## src/rtl/weather_pkg.sv

```systemverilog
// rtl/weather_pkg.sv - class encodings and sensor frame field positions
package weather_pkg;

  localparam logic [2:0] CLS_NONE     = 3'd0;
  localparam logic [2:0] CLS_COLD     = 3'd1;
  localparam logic [2:0] CLS_WARM     = 3'd2;
  localparam logic [2:0] CLS_HOT      = 3'd3;
  localparam logic [2:0] CLS_HUMID    = 3'd4;
  localparam logic [2:0] CLS_RAIN     = 3'd5;
  localparam logic [2:0] CLS_PLEASANT = 3'd6;
  localparam logic [2:0] CLS_ERROR    = 3'd7;

  localparam int FRAME_W      = 40;
  localparam int FIELD_W      = 8;
  localparam int HUM_INT_LSB  = 32;
  localparam int HUM_DEC_LSB  = 24;
  localparam int TEMP_INT_LSB = 16;
  localparam int TEMP_DEC_LSB = 8;
  localparam int CSUM_LSB     = 0;

endpackage

```

## src/rtl/weather_classifier.sv

```systemverilog
// rtl/weather_classifier.sv - priority classification of humidity/temperature integers
module weather_classifier
  import weather_pkg::*;
#(
  parameter logic [7:0] HUM_RAIN  = 8'd85,
  parameter logic [7:0] HUM_HUMID = 8'd70,
  parameter logic [7:0] TEMP_HOT  = 8'd30,
  parameter logic [7:0] TEMP_WARM = 8'd25,
  parameter logic [7:0] TEMP_COLD = 8'd15,
  parameter logic [7:0] HUM_MAX   = 8'd100,
  parameter logic [7:0] TEMP_MAX  = 8'd50
) (
  input  logic [7:0] hum_int,
  input  logic [7:0] temp_int,
  output logic [2:0] weather_class
);

  // Out-of-range beats humidity, humidity beats temperature; pleasant is the fallthrough
  always_comb begin
    weather_class = CLS_PLEASANT;
    if (hum_int > HUM_MAX || temp_int > TEMP_MAX) begin
      weather_class = CLS_ERROR;
    end else if (hum_int >= HUM_RAIN) begin
      weather_class = CLS_RAIN;
    end else if (hum_int >= HUM_HUMID) begin
      weather_class = CLS_HUMID;
    end else if (temp_int >= TEMP_HOT) begin
      weather_class = CLS_HOT;
    end else if (temp_int >= TEMP_WARM) begin
      weather_class = CLS_WARM;
    end else if (temp_int < TEMP_COLD) begin
      weather_class = CLS_COLD;
    end
  end

endmodule

```

## src/rtl/weather_classification_system.sv

```systemverilog
// rtl/weather_classification_system.sv - checksum-verified sensor frame decode and weather class register
module weather_classification_system
  import weather_pkg::*;
#(
  parameter logic [7:0] HUM_RAIN  = 8'd85,
  parameter logic [7:0] HUM_HUMID = 8'd70,
  parameter logic [7:0] TEMP_HOT  = 8'd30,
  parameter logic [7:0] TEMP_WARM = 8'd25,
  parameter logic [7:0] TEMP_COLD = 8'd15,
  parameter logic [7:0] HUM_MAX   = 8'd100,
  parameter logic [7:0] TEMP_MAX  = 8'd50
) (
  input  logic        clk,
  input  logic        rst,
  input  logic [39:0] dht_frame,
  output logic [7:0]  hum_int,
  output logic [7:0]  hum_dec,
  output logic [7:0]  temp_int,
  output logic [7:0]  temp_dec,
  output logic        valid,
  output logic [2:0]  class_out
);

  logic [7:0] f_hum_int;
  logic [7:0] f_hum_dec;
  logic [7:0] f_temp_int;
  logic [7:0] f_temp_dec;
  logic [7:0] f_csum;
  logic [7:0] sum;
  logic       frame_good;
  logic [2:0] frame_class;

  assign f_hum_int  = dht_frame[HUM_INT_LSB  +: FIELD_W];
  assign f_hum_dec  = dht_frame[HUM_DEC_LSB  +: FIELD_W];
  assign f_temp_int = dht_frame[TEMP_INT_LSB +: FIELD_W];
  assign f_temp_dec = dht_frame[TEMP_DEC_LSB +: FIELD_W];
  assign f_csum     = dht_frame[CSUM_LSB     +: FIELD_W];

  // 8-bit sum wraps naturally, matching the sensor's mod-256 checksum
  assign sum        = f_hum_int + f_hum_dec + f_temp_int + f_temp_dec;
  assign frame_good = (sum == f_csum);

  // Classify the incoming frame so the class registers alongside its own fields
  weather_classifier #(
    .HUM_RAIN  (HUM_RAIN),
    .HUM_HUMID (HUM_HUMID),
    .TEMP_HOT  (TEMP_HOT),
    .TEMP_WARM (TEMP_WARM),
    .TEMP_COLD (TEMP_COLD),
    .HUM_MAX   (HUM_MAX),
    .TEMP_MAX  (TEMP_MAX)
  ) u_classifier (
    .hum_int       (f_hum_int),
    .temp_int      (f_temp_int),
    .weather_class (frame_class)
  );

  // Good frames load fields and class; bad frames keep fields and report NONE
  always_ff @(posedge clk or negedge rst) begin
    if (!rst) begin
      hum_int   <= '0;
      hum_dec   <= '0;
      temp_int  <= '0;
      temp_dec  <= '0;
      valid     <= 1'b0;
      class_out <= CLS_NONE;
    end else if (frame_good) begin
      hum_int   <= f_hum_int;
      hum_dec   <= f_hum_dec;
      temp_int  <= f_temp_int;
      temp_dec  <= f_temp_dec;
      valid     <= 1'b1;
      class_out <= frame_class;
    end else begin
      valid     <= 1'b0;
      class_out <= CLS_NONE;
    end
  end

endmodule

```

## config.mk

```make
export PLATFORM = sky130hd
export DESIGN_NAME = weather_classification_system
export DESIGN_NICKNAME = d
export VERILOG_FILES = /design/src/rtl/weather_pkg.sv /design/src/rtl/weather_classifier.sv /design/src/rtl/weather_classification_system.sv
export SDC_FILE = /design/constraint.sdc
export NUM_CORES = 1
export LEC_CHECK = 0
export ABC_AREA = 0
export CORE_MARGIN = 4
export CORE_UTILIZATION = 44
export DETAILED_ROUTE_END_ITERATION = 7
export GPL_TIMING_DRIVEN = 0
export PLACE_DENSITY = 0.84
export SLEW_MARGIN = 10
export SYNTH_ARGS = -nofsm -noshare
export SYNTH_HDL_FRONTEND = slang
export SYNTH_SLANG_ARGS = --single-unit
```

## constraint.sdc

```tcl
create_clock -name clk -period 0.8 [get_ports clk]
set_input_delay 0.16 -clock clk [delete_from_list [all_inputs] [get_ports clk]]
set_output_delay 0.16 -clock clk [all_outputs]
set_load 0.01 [all_outputs]
```

# ---- After elaboration in Yosys (flattened, before gate mapping)
# Cells that the tools add are included.
dict set report word_totals {
  ff_bits 36
  inputBits 42
  output_inout_bits 36
  elab_cells 26
}
dict set report op_classes {
  addsub 3
  n_lt_le_gt_ge 7
  n_eq_ne 1
  mux 8
  reduce_logical 1
}
# op n
set ops {}
lappend ops {{8-bit adder} 3}
lappend ops {{3-bit two-way mux} 7}
lappend ops {{8-bit by 5-bit >= comparator with 1-bit output, second input constant} 2}
lappend ops {{8-bit by 7-bit >= comparator with 1-bit output, second input constant} 2}
lappend ops {{8-bit equality test} 1}
lappend ops {{8-bit by 6-bit greater-than comparator with 1-bit output, second input constant} 1}
lappend ops {{8-bit by 7-bit greater-than comparator with 1-bit output, second input constant} 1}
lappend ops {{8-bit by 4-bit < comparator with 1-bit output, second input constant} 1}
lappend ops {{1-bit logical OR} 1}
lappend ops {{1-bit two-way mux} 1}

# ---- Longest topological paths before layout
dict set report logic_depth {
  depth_word 8
  mapped_depth 12
  ltp_nobuf 11
}

# ---- Cells and area by module
# A second synthesis with hierarchy kept.
dict set report unflattened {
  hier_cells 160
  hier_area_um2 2145.8
}
# module n_inst cells_per_inst area_per_inst_um2 seq_area_each_um2
set by_module_without_submodules {}
lappend by_module_without_submodules {weather_classification_system 1 138 1969.4 900.9}
lappend by_module_without_submodules {weather_classifier 1 22 176.4 0.0}

# ---- Least setup slack after synthesis
# Ideal clock, no wire load.
dict set report synth_path {
  kind {input -> register}
  startpoint {input port dht_frame[9]}
  endpoint {register hum_dec[0]}
  setup_time_ns 0.125
  t_arrival_ns 3.237
  t_required_ns 0.675
  path_slack_ns -2.562
  stages 12
  path_buffers 1
  path_cell_list {fa_1 > inv_1 > fa_1 > inv_1 > ha_1 > fa_1 > a31o_2 > a31oi_1 > xnor2_1 > nor3_4 > buf_6 > mux2_2}
}
dict set report synth_between {
  elab_chain_cells 2
}
# element line
set synth_lines {}
lappend synth_lines {{start: declaration} weather_classification_system.sv:15} ;# input logic [39:0] dht_frame,
lappend synth_lines {{8-bit adder} weather_classification_system.sv:40} ;# assign sum = f_hum_int + f_hum_dec + f_temp_int + f_temp_dec;
lappend synth_lines {{8-bit equality test} weather_classification_system.sv:41} ;# assign frame_good = (sum == f_csum);
lappend synth_lines {{end signal: assignment} weather_classification_system.sv:69} ;# hum_dec <= f_hum_dec;
lappend synth_lines {{end: declaration} weather_classification_system.sv:17} ;# output logic [7:0] hum_dec,
# Every way passes these cells.
# A chain may end at the register's enable or synchronous reset.

# ---- Worst setup path in the final report
dict set report layout_path {
  startpoint {input port dht_frame[16]}
  endpoint {register temp_int[3]}
}
dict set report layout_between {
  elab_chain_cells 3
}
# element line
set layout_lines {}
lappend layout_lines {{8-bit adder (2 in series)} weather_classification_system.sv:40}
lappend layout_lines {{8-bit equality test} weather_classification_system.sv:41}
lappend layout_lines {{end signal: assignment} weather_classification_system.sv:70} ;# temp_int <= f_temp_int;
lappend layout_lines {{end: declaration} weather_classification_system.sv:18} ;# output logic [7:0] temp_int,
# Every way passes these cells.

==> out/qor.yml <==
setup_path:
  worstPathCellList: "dlygate4sd2_1 -> fa_1 -> inv_1 -> fa_1 -> inv_2 -> ha_4 -> fa_2 -> a31o_4 -> a31oi_4 -> xnor2_2 -> nor3_4 -> buf_6 -> buf_12 -> buf_8 -> mux2_4"
  worst-path-buf-inv: 6
  worst_path_largest_cell_delay_ns: 0.51
  cp_max_fo: 5
  cp_data_arrival_time_ns: 3.41
  startpoint_type: "input pin"
  crit_required_ns: 0.99
  criticalPathCategory: "input pin to register"
  worst_path_dominant_cell_family: "adder cells"
  cp_common_cell: "fa_1"
  crit_path_end_kind: "register"
  crit_slowest_cell: "fa_1"
sta:
  fin_crit_sh: 4.026
  fmax_mhz: 310.5
  rsz0062_at_grt: "true"
  hold_violations: 17
  period_minus_slack_ns: 3.220
  relSlewSlack: 0.5803
  finalClockSkew_ns: 0
  layout_setup_ws_ns: -2.420
  setup_viol: 72
  holdWs_ns: -0.1809
  slew_viol_final: 0
  tightest_slew_ns: 0.6217
routing:
  ant_nets: 0
  vias_per_cell: 5.310
  wl_per_cell_um: 19.39
  routed_wl_mm: 6.378
  drc: 0
  dr.pass1.iters: 4
  drt_first_iter_violations: 56
  num_vias: 1747
min_path:
  hold_class: "input pin to asynchronous set/reset pin"
clocking:
  htree_num_levels: 2
  numClockSinks: 36
  clock_latency_ns: 0.29
  clock_path_buffers: 2
  numCtsBuffers: 5
  cts_root_buf: "clkbuf_8"
  clk_pin_slew_ns: 0.08
  cts_tree: "built"
final_layout:
  n_antenna_cell: 0
  drive_gt1_frac: 0.5054
  syn2layout_area_growth_pct: 67.24
  final_cells: 329
  fill_cells: 277
  register_area_um2: 900.9
  final_nets: 339
  utilization: 0.7814
  finish.instance_area_um2: 3520
  multi_input_area_um2: 1374
synthesis:
  synth_edf_count: 0
  syn_nets: 220
  postSynth.asyncResetShare: 1.000
  seq_area_frac_synth: 0.4281
  syn_area_um2: 2105
  synth.ff_latch_count: 36
  ys_warn_count: 0
  avgSynthCellArea_um2: 13.40
  syn-instance-count: 157
  synth_ff_type: "dfrtp_1"
  ys_types: 33
grt:
  grt_start_max_net_pins: 20
  grt_usage: 0.2201
  use_met3: 0.06557
  met2_usage: 0.3782
  grt_pass1_wl_mm: 10.19
  grt_use_met1: 0.2691
  grt_pass1_vias: 1988
  overflow: 0
  top_usage_layer: "met2"
  antenna_found_initial: 0
place:
  place_congestion: 0.7638
  placed_cell_area_um2: 2990
  portBuffers: 77
  place_inst: 287
  dpl.hpwl_mm: 3.988
die:
  core_um2: 4504
  ios: 78
  start_util: 0.4672
  die_x_um: 77.16
  die_area_um2: 5954
  die_y_um: 77.16
  std_cell_rows: 24
status:
  status: "complete, but fails checks"
  violations: "hold timing, setup timing"
run:
  cap_violations: 0
power_and_ir_drop:
  power_density_nw_per_um2: 2331
  peakVddDrop_mv: 1.328
  fin_total_pwr_mw: 8.204
  power.leakage_nw: 1.756
==> metal layers <==
metal	wire, µm	vias up
li1	-	784
met1	2602	872
met2	3165	77
met3	483	14
met4	126	0
met5	0	-
==> stage by stage <==
step | setup WS, ns | TNS [ns]
6_report | -2.420 | -90.90
5_1_grt | -2.532 | -95.86
4_1_cts | -2.386 | -89.37
3_3_place_gp | -3.321 | -170.52
2_1_floorplan | -2.463 | -86.50
3_5_place_dp | -3.318 | -124.65
==> sequential cells by signal, summed over array words and instances, names as in the netlist <==
signal     flops
class_out      3
hum_int        8
temp_dec       8
hum_dec        8
temp_int       8
valid          1
==> cell usage after synthesis (2+ instances only) <==
cell      instances  share of area
and2_1            2         0.0059
a21o_1            2         0.0071
inv_1            11          0.020
mux2_2           31           0.17
fa_1             14           0.13
xor2_1            4          0.017
dfrtp_1          36           0.43
a21oi_1           2         0.0048
nor2_1            2         0.0036
buf_6             3          0.016
ha_1              7          0.042
o311ai_0          2         0.0083
xnor2_1          14          0.058
nand4_1           2         0.0059
o21a_1            3          0.011
o21ai_0           2         0.0048
nand2_1           3         0.0054
nand3_1           2         0.0048
==> area by class of cell <==
type	count	area share
multi-input cells	107	0.3903
plain buffers	3	0.01280
repair buffers	112	0.2858
clock inverters	3	0.005332
well taps	52	0.01849
clock buffers	5	0.01955
inverters	11	0.01173
flip-flops and latches	36	0.2560
==> layout by cell type (no fill, tap or decap), drive strengths merged <==
master	n
a21o	3
clkinv	3
ha	7
xor2	4
and2	2
and3	1
xnor2	14
o311ai	2
a31o	1
a21oi	2
a41oi	1
a211o	1
o21ai	2
dlymetal6s2s	2
clkbuf	5
nor4	1
nand3	2
nor2	2
mux2	32
a221oi	1
buf	79
dlygate4sd2	15
o21a	3
clkdlybuf4s50	18
nor3	2
nand4	2
inv	11
o211ai	1
a31oi	1
a211oi	1
nand2b	1
fa	14
dfrtp	36
clkdlybuf4s15	1
nand2	3
nand3b	1
==> power breakdown <==
| part | total (mW) | switching (mW) | internal (mW) |
|---|---|---|---|
| Clock | 1.32 | 0.715 | 0.607 |
| Sequential | 2.55 | 0.270 | 2.28 |
| Combinational | 4.33 | 1.76 | 2.57 |
==> path summary, 6_finish.rpt <==
kind                          startpoint           to  slack (ns)  cells after the start
max                        dht_frame[16]  temp_int[3]       -2.42                     15
min                                  rst  temp_dec[6]       -0.18                      1
max reg2reg                   hum_dec[4]   hum_dec[4]       -0.11                      2
min reg2reg                   hum_dec[7]   hum_dec[7]        0.51                      1
max in group asynchronous            rst  temp_dec[2]        0.51                      2
min in group clk           dht_frame[25]   hum_dec[1]        0.10                      2
==> logic make-up after synthesis <==
| kind of cell | share of synthesized area |
|---|---|
| buffers and inverters | 0.03567 |
| AND/OR/NAND/NOR | 0.04876 |
| AO/OA/AOI/OAI | 0.06659 |
| flip-flops | 0.4281 |
| multiplexers | 0.1712 |
| adder cells (fa/ha/maj) | 0.1748 |
| XOR/XNOR | 0.07491 |
==> worst reg2reg max path: cells and delay by family, from the launching register on <==
kind	cells	cell delay [ns]
buffers and inverters	1	0.14
DFF	1	0.40
muxes	1	0.26
==> repair_timing <==
| item | in CTS | in global routing |
|---|---|---|
| hold endpoints to repair | 17 | 17 |
| cloned | 2 | 0 |
| setup endpoints to repair | 72 | 72 |
| buffers inserted | 21 | 11 |
| gates resized for setup | 235 | 19 |
| pin swaps | 26 | 15 |
Note: power is estimated with default switching activity, not from simulation.
